### config.mk
export PLATFORM = sky130hd
export DESIGN_NAME = lzc_arbiter
export DESIGN_NICKNAME = d
export VERILOG_FILES = /design/src/rtl/lzc_arbiter.sv
export SDC_FILE = /design/constraint.sdc
export NUM_CORES = 1
export LEC_CHECK = 0
export ABC_AREA = 1
export CORE_ASPECT_RATIO = 1.2
export CORE_MARGIN = 2
export CORE_UTILIZATION = 45
export CTS_BUF_LIST = sky130_fd_sc_hd__clkbuf_8 sky130_fd_sc_hd__clkbuf_16
export CTS_CLUSTER_SIZE = 28
export DETAILED_ROUTE_END_ITERATION = 7
export GPL_ROUTABILITY_DRIVEN = 1
export PLACE_DENSITY = 0.79
export REMOVE_ABC_BUFFERS = 1
export SYNTH_ARGS = -nofsm -noshare
export SYNTH_HDL_FRONTEND = slang
export SYNTH_SLANG_ARGS = --single-unit
export TNS_END_PERCENT = 100
### constraint.sdc
create_clock -name clk -period 2.95 [get_ports clk]
set_input_delay 0.4425 -clock clk [delete_from_list [all_inputs] [get_ports clk]]
set_output_delay 0.4425 -clock clk [all_outputs]
set_load 0.05 [all_outputs]
### src/rtl/lzc_arbiter.sv
// lzc_arbiter: two-requester round-robin front end for a shared leading-zero
// counter, producing the count, zero flag and normalised operand.
//
// Ports:
//   clk, rst_n          clock, async active-low reset
//   req0_valid/ready    requester 0 handshake, req0_data operand
//   req1_valid/ready    requester 1 handshake, req1_data operand
//   lzc_a               operand to the shared counter
//   lzc_z               count from the shared counter ([5:0] used)
//   resp_valid/ready    response handshake
//   resp_id             requester owning the response
//   resp_count          leading-zero count, 0..64
//   resp_norm           operand << resp_count
//   resp_zero           operand was all zeros
//   busy                high outside IDLE
module lzc_arbiter (
  input  logic        clk,
  input  logic        rst_n,
  input  logic        req0_valid,
  output logic        req0_ready,
  input  logic [63:0] req0_data,
  input  logic        req1_valid,
  output logic        req1_ready,
  input  logic [63:0] req1_data,
  output logic [63:0] lzc_a,
  input  logic [7:0]  lzc_z,
  output logic        resp_valid,
  input  logic        resp_ready,
  output logic        resp_id,
  output logic [6:0]  resp_count,
  output logic [63:0] resp_norm,
  output logic        resp_zero,
  output logic        busy
);

  typedef enum logic [1:0] {
    IDLE,
    LOAD,
    SHIFT,
    RESP
  } state_t;

  state_t      state;
  state_t      stateNext;

  logic        lastGrant;
  logic        grant;
  logic        isIdle;
  logic        accept;
  logic        opZero;

  logic [63:0] operand;
  logic [63:0] norm;
  logic [6:0]  count;
  logic        zero;
  logic        id;

  // Upper counter bits carry nothing for a 64-bit operand.
  logic        unusedLzcHi;
  assign unusedLzcHi = ^lzc_z[7:6];

  assign isIdle = (state == IDLE);
  assign opZero = (operand == 64'd0);

  // Round-robin pick: a lone valid wins, a tie goes
  // to the requester not served last time.
  always_comb begin
    grant = 1'b0;
    unique case (1'b1)
      (req0_valid & req1_valid):
        grant = ~lastGrant;
      (~req0_valid & req1_valid):
        grant = 1'b1;
      default:
        grant = 1'b0;
    endcase
  end

  assign req0_ready = isIdle & req0_valid & ~grant;
  assign req1_ready = isIdle & req1_valid & grant;

  assign accept = (req0_valid & req0_ready)
                | (req1_valid & req1_ready);

  // State register
  always_ff @(posedge clk or negedge rst_n) begin
    if (!rst_n) begin
      state <= IDLE;
    end else begin
      state <= stateNext;
    end
  end

  // Next-state logic
  always_comb begin
    stateNext = state;
    unique case (state)
      IDLE: begin
        if (accept) begin
          stateNext = LOAD;
        end
      end
      LOAD: begin
        stateNext = SHIFT;
      end
      SHIFT: begin
        stateNext = RESP;
      end
      RESP: begin
        if (resp_ready) begin
          stateNext = IDLE;
        end
      end
      default: begin
        stateNext = IDLE;
      end
    endcase
  end

  // Output logic
  always_comb begin
    busy       = 1'b1;
    resp_valid = 1'b0;
    unique case (state)
      IDLE: begin
        busy = 1'b0;
      end
      RESP: begin
        resp_valid = 1'b1;
      end
      default: begin
        busy       = 1'b1;
        resp_valid = 1'b0;
      end
    endcase
  end

  // Datapath. The counter reports 0 for an all-zero
  // operand, so that case is patched to 64 here.
  always_ff @(posedge clk or negedge rst_n) begin
    if (!rst_n) begin
      operand   <= 64'd0;
      id        <= 1'b0;
      lastGrant <= 1'b1;
      count     <= 7'd0;
      zero      <= 1'b0;
      norm      <= 64'd0;
    end else begin
      unique case (state)
        IDLE: begin
          if (accept) begin
            operand   <= grant ? req1_data
                               : req0_data;
            id        <= grant;
            lastGrant <= grant;
          end
        end
        LOAD: begin
          zero  <= opZero;
          count <= opZero ? 7'd64
                          : {1'b0, lzc_z[5:0]};
        end
        SHIFT: begin
          norm <= count[6] ? 64'd0
                           : operand << count[5:0];
        end
        default: begin
        end
      endcase
    end
  end

  assign lzc_a      = operand;
  assign resp_id    = id;
  assign resp_count = count;
  assign resp_norm  = norm;
  assign resp_zero  = zero;

  a_oneReady: assert property (
    @(posedge clk) disable iff (!rst_n)
    !(req0_ready && req1_ready)
  );

  a_respHold: assert property (
    @(posedge clk) disable iff (!rst_n)
    (resp_valid && !resp_ready) |=>
      (resp_valid && $stable(resp_norm)
       && $stable(resp_count)
       && $stable(resp_id)
       && $stable(resp_zero))
  );

  a_countRange: assert property (
    @(posedge clk) disable iff (!rst_n)
    resp_valid |-> (resp_count <= 7'd64)
  );

endmodule

==> metrics.md <==
| Metric | Value |
|---|---|
| Number of flops mapped to enable cells by yosys | `0` |
| Largest net degree at the start of global routing | `80` |
| Worst-case headroom to the max-slew limit | `0.491` |
| Gate count after technology mapping | `1485` |
| Reg2reg path depth | `9` |
| Post-layout utilization of the core | `0.625` |
| Filler cell count in the final layout | `1956` |
| Aggregate global routing overflow | `0` |
| DP Worst Slack | `0.627 ns` |
| Maximum fanout along the worst path | `4` |
| Class of the tightest hold or removal check | `primary input to asynchronous set/reset pin` |
| Net count reported at finish | `1841` |
| Data arrival time at the worst-slack endpoint | `2.04 ns` |
| MaxCap Viol Count | `0` |
| Area of the core | `21000 µm²` |
| Fraction of the yosys area taken by sequential cells | `0.362` |
| Cell count after placement | `1946` |
| DPL Wire Length | `25.2 mm` |
| Diode insertion count for antenna repair | `0` |
| Area of all sequential standard cells | `3490 µm²` |
| Starting Density | `0.458` |
| Synthesis-to-layout area growth | `36.6%` |
| Count of synthesis-stage warnings from yosys | `0` |
| Slowest cell delay on critical path | `0.82 ns` |
| Timing-limited maximum frequency | `402 MHz` |
| Fraction of layout instances using a drive strength above 1 | `0.0468` |
| Startpoint kind of the worst setup timing path | `flop` |
| Outcome | `finished, final reports clean` |
| Average cell area after synthesis | `6.46 µm²` |
| Insertion delay of the later-clocked pin in the worst-skew pair | `0.44 ns` |
| Launch point of the critical path | `state[0]$_DFFE_PN0P_` |
| Slack of the critical path | `0.463 ns` |
| Root Driver | `sky130_fd_sc_hd__clkbuf_16` |
| Async set or reset register ratio after synthesis | `1.00` |
| R2R setup slack | `0.82 ns` |
| Commonest cells after routing, fill and taps aside | `sky130_fd_sc_hd__nand3_1 (502), sky130_fd_sc_hd__nand2_1 (479), sky130_fd_sc_hd__clkdlybuf4s50_1 (275)` |
| Critical path endpoint | `busy` |
| Cell breakdown of the critical path | `inv_1 > ha_1 > inv_1 > clkdlybuf4s50_1` |
| Total via count after detailed routing | `11500` |
| Number of gates resized after CTS | `0` |
| Synthesized area | `9600 µm²` |
| Most frequent standard cell in the layout excluding fill and tap cells | `sky130_fd_sc_hd__nand3_1` |
| Port buffer count | `279` |
| Endpoint class of the critical path | `primary output` |
| Flops & latches, synth | `139` |
| WHS | `0.0561 ns` |
| Setup-failing EPs final | `0` |
| Final slew viol count | `0` |
| Number of design rule violations left after detail routing | `0` |
| Routed wirelength normalized by instance count | `17.3 µm` |
| Final setup skew | `0.0120 ns` |
| Reg2reg end | `resp_norm[31]$_DFFE_PN0P_` |
| TritonCTS clock tree | `yes` |
| Detailed-routing iteration count for the pre-antenna-repair pass | `8` |
| Final WL | `34.2 mm` |
| Post-CTS clock slew at the launch and capture registers of the worst setup and hold paths | `0.06 ns` |
| Number of distinct library cell variants in the gate-level netlist after synthesis | `28` |
| Critical path type | `flop to primary output` |
| TritonCTS sink count | `139` |
| DIE AREA | `22500 µm²` |
| Maximum clock path buffer count | `2` |
| First-pass GRT wire length | `55.4 mm` |
| Gp weighted congestion | `0.964` |
| Final Hold Vio Count | `0` |
| Multi-input logic area | `5530 µm²` |
| DIE WIDTH | `137 µm` |
| Deepest level of the CTS H-tree | `4` |
| Violation count after the first detailed-route iteration | `1507` |
| DIE HEIGHT | `164 µm` |
| Post-detailed-route via-to-cell ratio | `5.82` |
| Req. time, crit path | `2.51 ns` |
| Final non-filler cell total | `1978` |
| Portion of the clock cycle consumed by the worst path in the final layout | `0.843` |
| Measured slew at the worst slew-check pin | `0.763 ns` |
| Number of setup buffers added after CTS | `0` |
| Most common cell type on the critical path | `sky130_fd_sc_hd__inv_1` |
| Count of boundary I/O pins | `282` |
| Post-synth top flop | `sky130_fd_sc_hd__dfrtp_1` |
| Final critical delay including setup and external delays | `2.49 ns` |
| Startpoint of the most critical register-to-register path | `resp_count[0]$_DFFE_PN0N_` |
| Max stage delay cell, worst path | `sky130_fd_sc_hd__clkdlybuf4s50_1` |
| Total of hold buffers inserted after clock tree synthesis | `0` |
| Initial antenna violation count | `0` |
| Vias in the first global route | `10700` |
| Cell Rows | `58` |
| Number of buffers inserted during clock tree synthesis | `17` |
| Unrepaired setup endpoints after global routing | `no` |
| Routed Antenna Nets | `0` |
| Global router's overall resource usage | `0.311` |
## Yosys cell counts (all sizes together) (2+ instances only)
cell / number / area share
a22oi: 3 / 0.0023
inv: 25 / 0.0098
a22o: 6 / 0.0055
o31ai: 2 / 0.0016
a21oi: 8 / 0.0042
nor3: 3 / 0.0016
ha: 5 / 0.0065
nor2: 87 / 0.035
dfrtp: 138 / 0.36
a31oi: 64 / 0.042
buf: 71 / 0.036
clkbuf: 46 / 0.018
nor4: 13 / 0.0085
o211ai: 2 / 0.0016
and2: 2 / 0.0013
nand2: 482 / 0.19
nand3: 502 / 0.26
nand4: 7 / 0.0046
o21ai: 15 / 0.0078
## worst min path at each step
stage / to / slack, ns / depth (start not counted)
after detailed placement: resp_norm[9]$_DFFE_PN0P_ / 0.47 / 2
after CTS: lzc_a[60]$_DFFE_PN0P_ / 0.08 / 1
after global routing: lzc_a[39]$_DFFE_PN0P_ / 0.11 / 1
after global placement: resp_norm[24]$_DFFE_PN0P_ / 0.46 / 2
after floorplan: lzc_a[0]$_DFFE_PN0P_ / 0.15 / 0
final: lzc_a[60]$_DFFE_PN0P_ / 0.06 / 1
## per-stage QoR
stage / TNS [ns] / instance area [µm²]
after global routing: 0 / 13100
after global placement: 0 / 12500
final: 0 / 13100
after detailed placement: 0 / 12500
after CTS: 0 / 13100
after floorplan: -277.20 / 9080
## cells by family (layout without fill, tap and decap cells)
logic type                 count (synthesis)  count (layout)  synth area share
buffers and inverters                    142             365            0.0636
AOI/OAI and AO/OA                        102             102            0.0661
and+or+nand+nor                         1097            1097             0.501
DFF                                      139             139             0.362
adders and majority gates                  5               5           0.00652
## final cells by class
cell class	instances	share of cell area
multi-input cells	1204	0.422
flip-flops and latches	139	0.266
repair buffers	308	0.235
clock buffers	17	0.0325
well taps	270	0.0258
clock inverters	15	0.0124
inverters	25	0.00716
## registers in the layout, summed over array words and instances, names as in the netlist
register,count
lzc_a,64
resp_norm,64
resp_count,7
state,2
lastGrant,1
resp_id,1
## critical path: cells and delay by family (launching register included)
kind	cells	cell delay, ns
adder cells (fa/ha/maj)	1	0.22
buffers and inverters	3	1.03
flip-flops	1	0.37
## per-layer routing
| layer | global-route usage | routed length, µm | up-vias |
|---|---|---|---|
| li1 | - | - | 5511 |
| met1 | 0.421 | 14200 | 5304 |
| met2 | 0.489 | 16000 | 609 |
| met3 | 0.0534 | 2690 | 85 |
| met4 | 0.131 | 1220 | 0 |
| met5 | 0 | 0 | - |
Power is left out: the tool's default activity adds up to more than one toggle a clock period on the data nets, which glitch-free logic cannot reach.
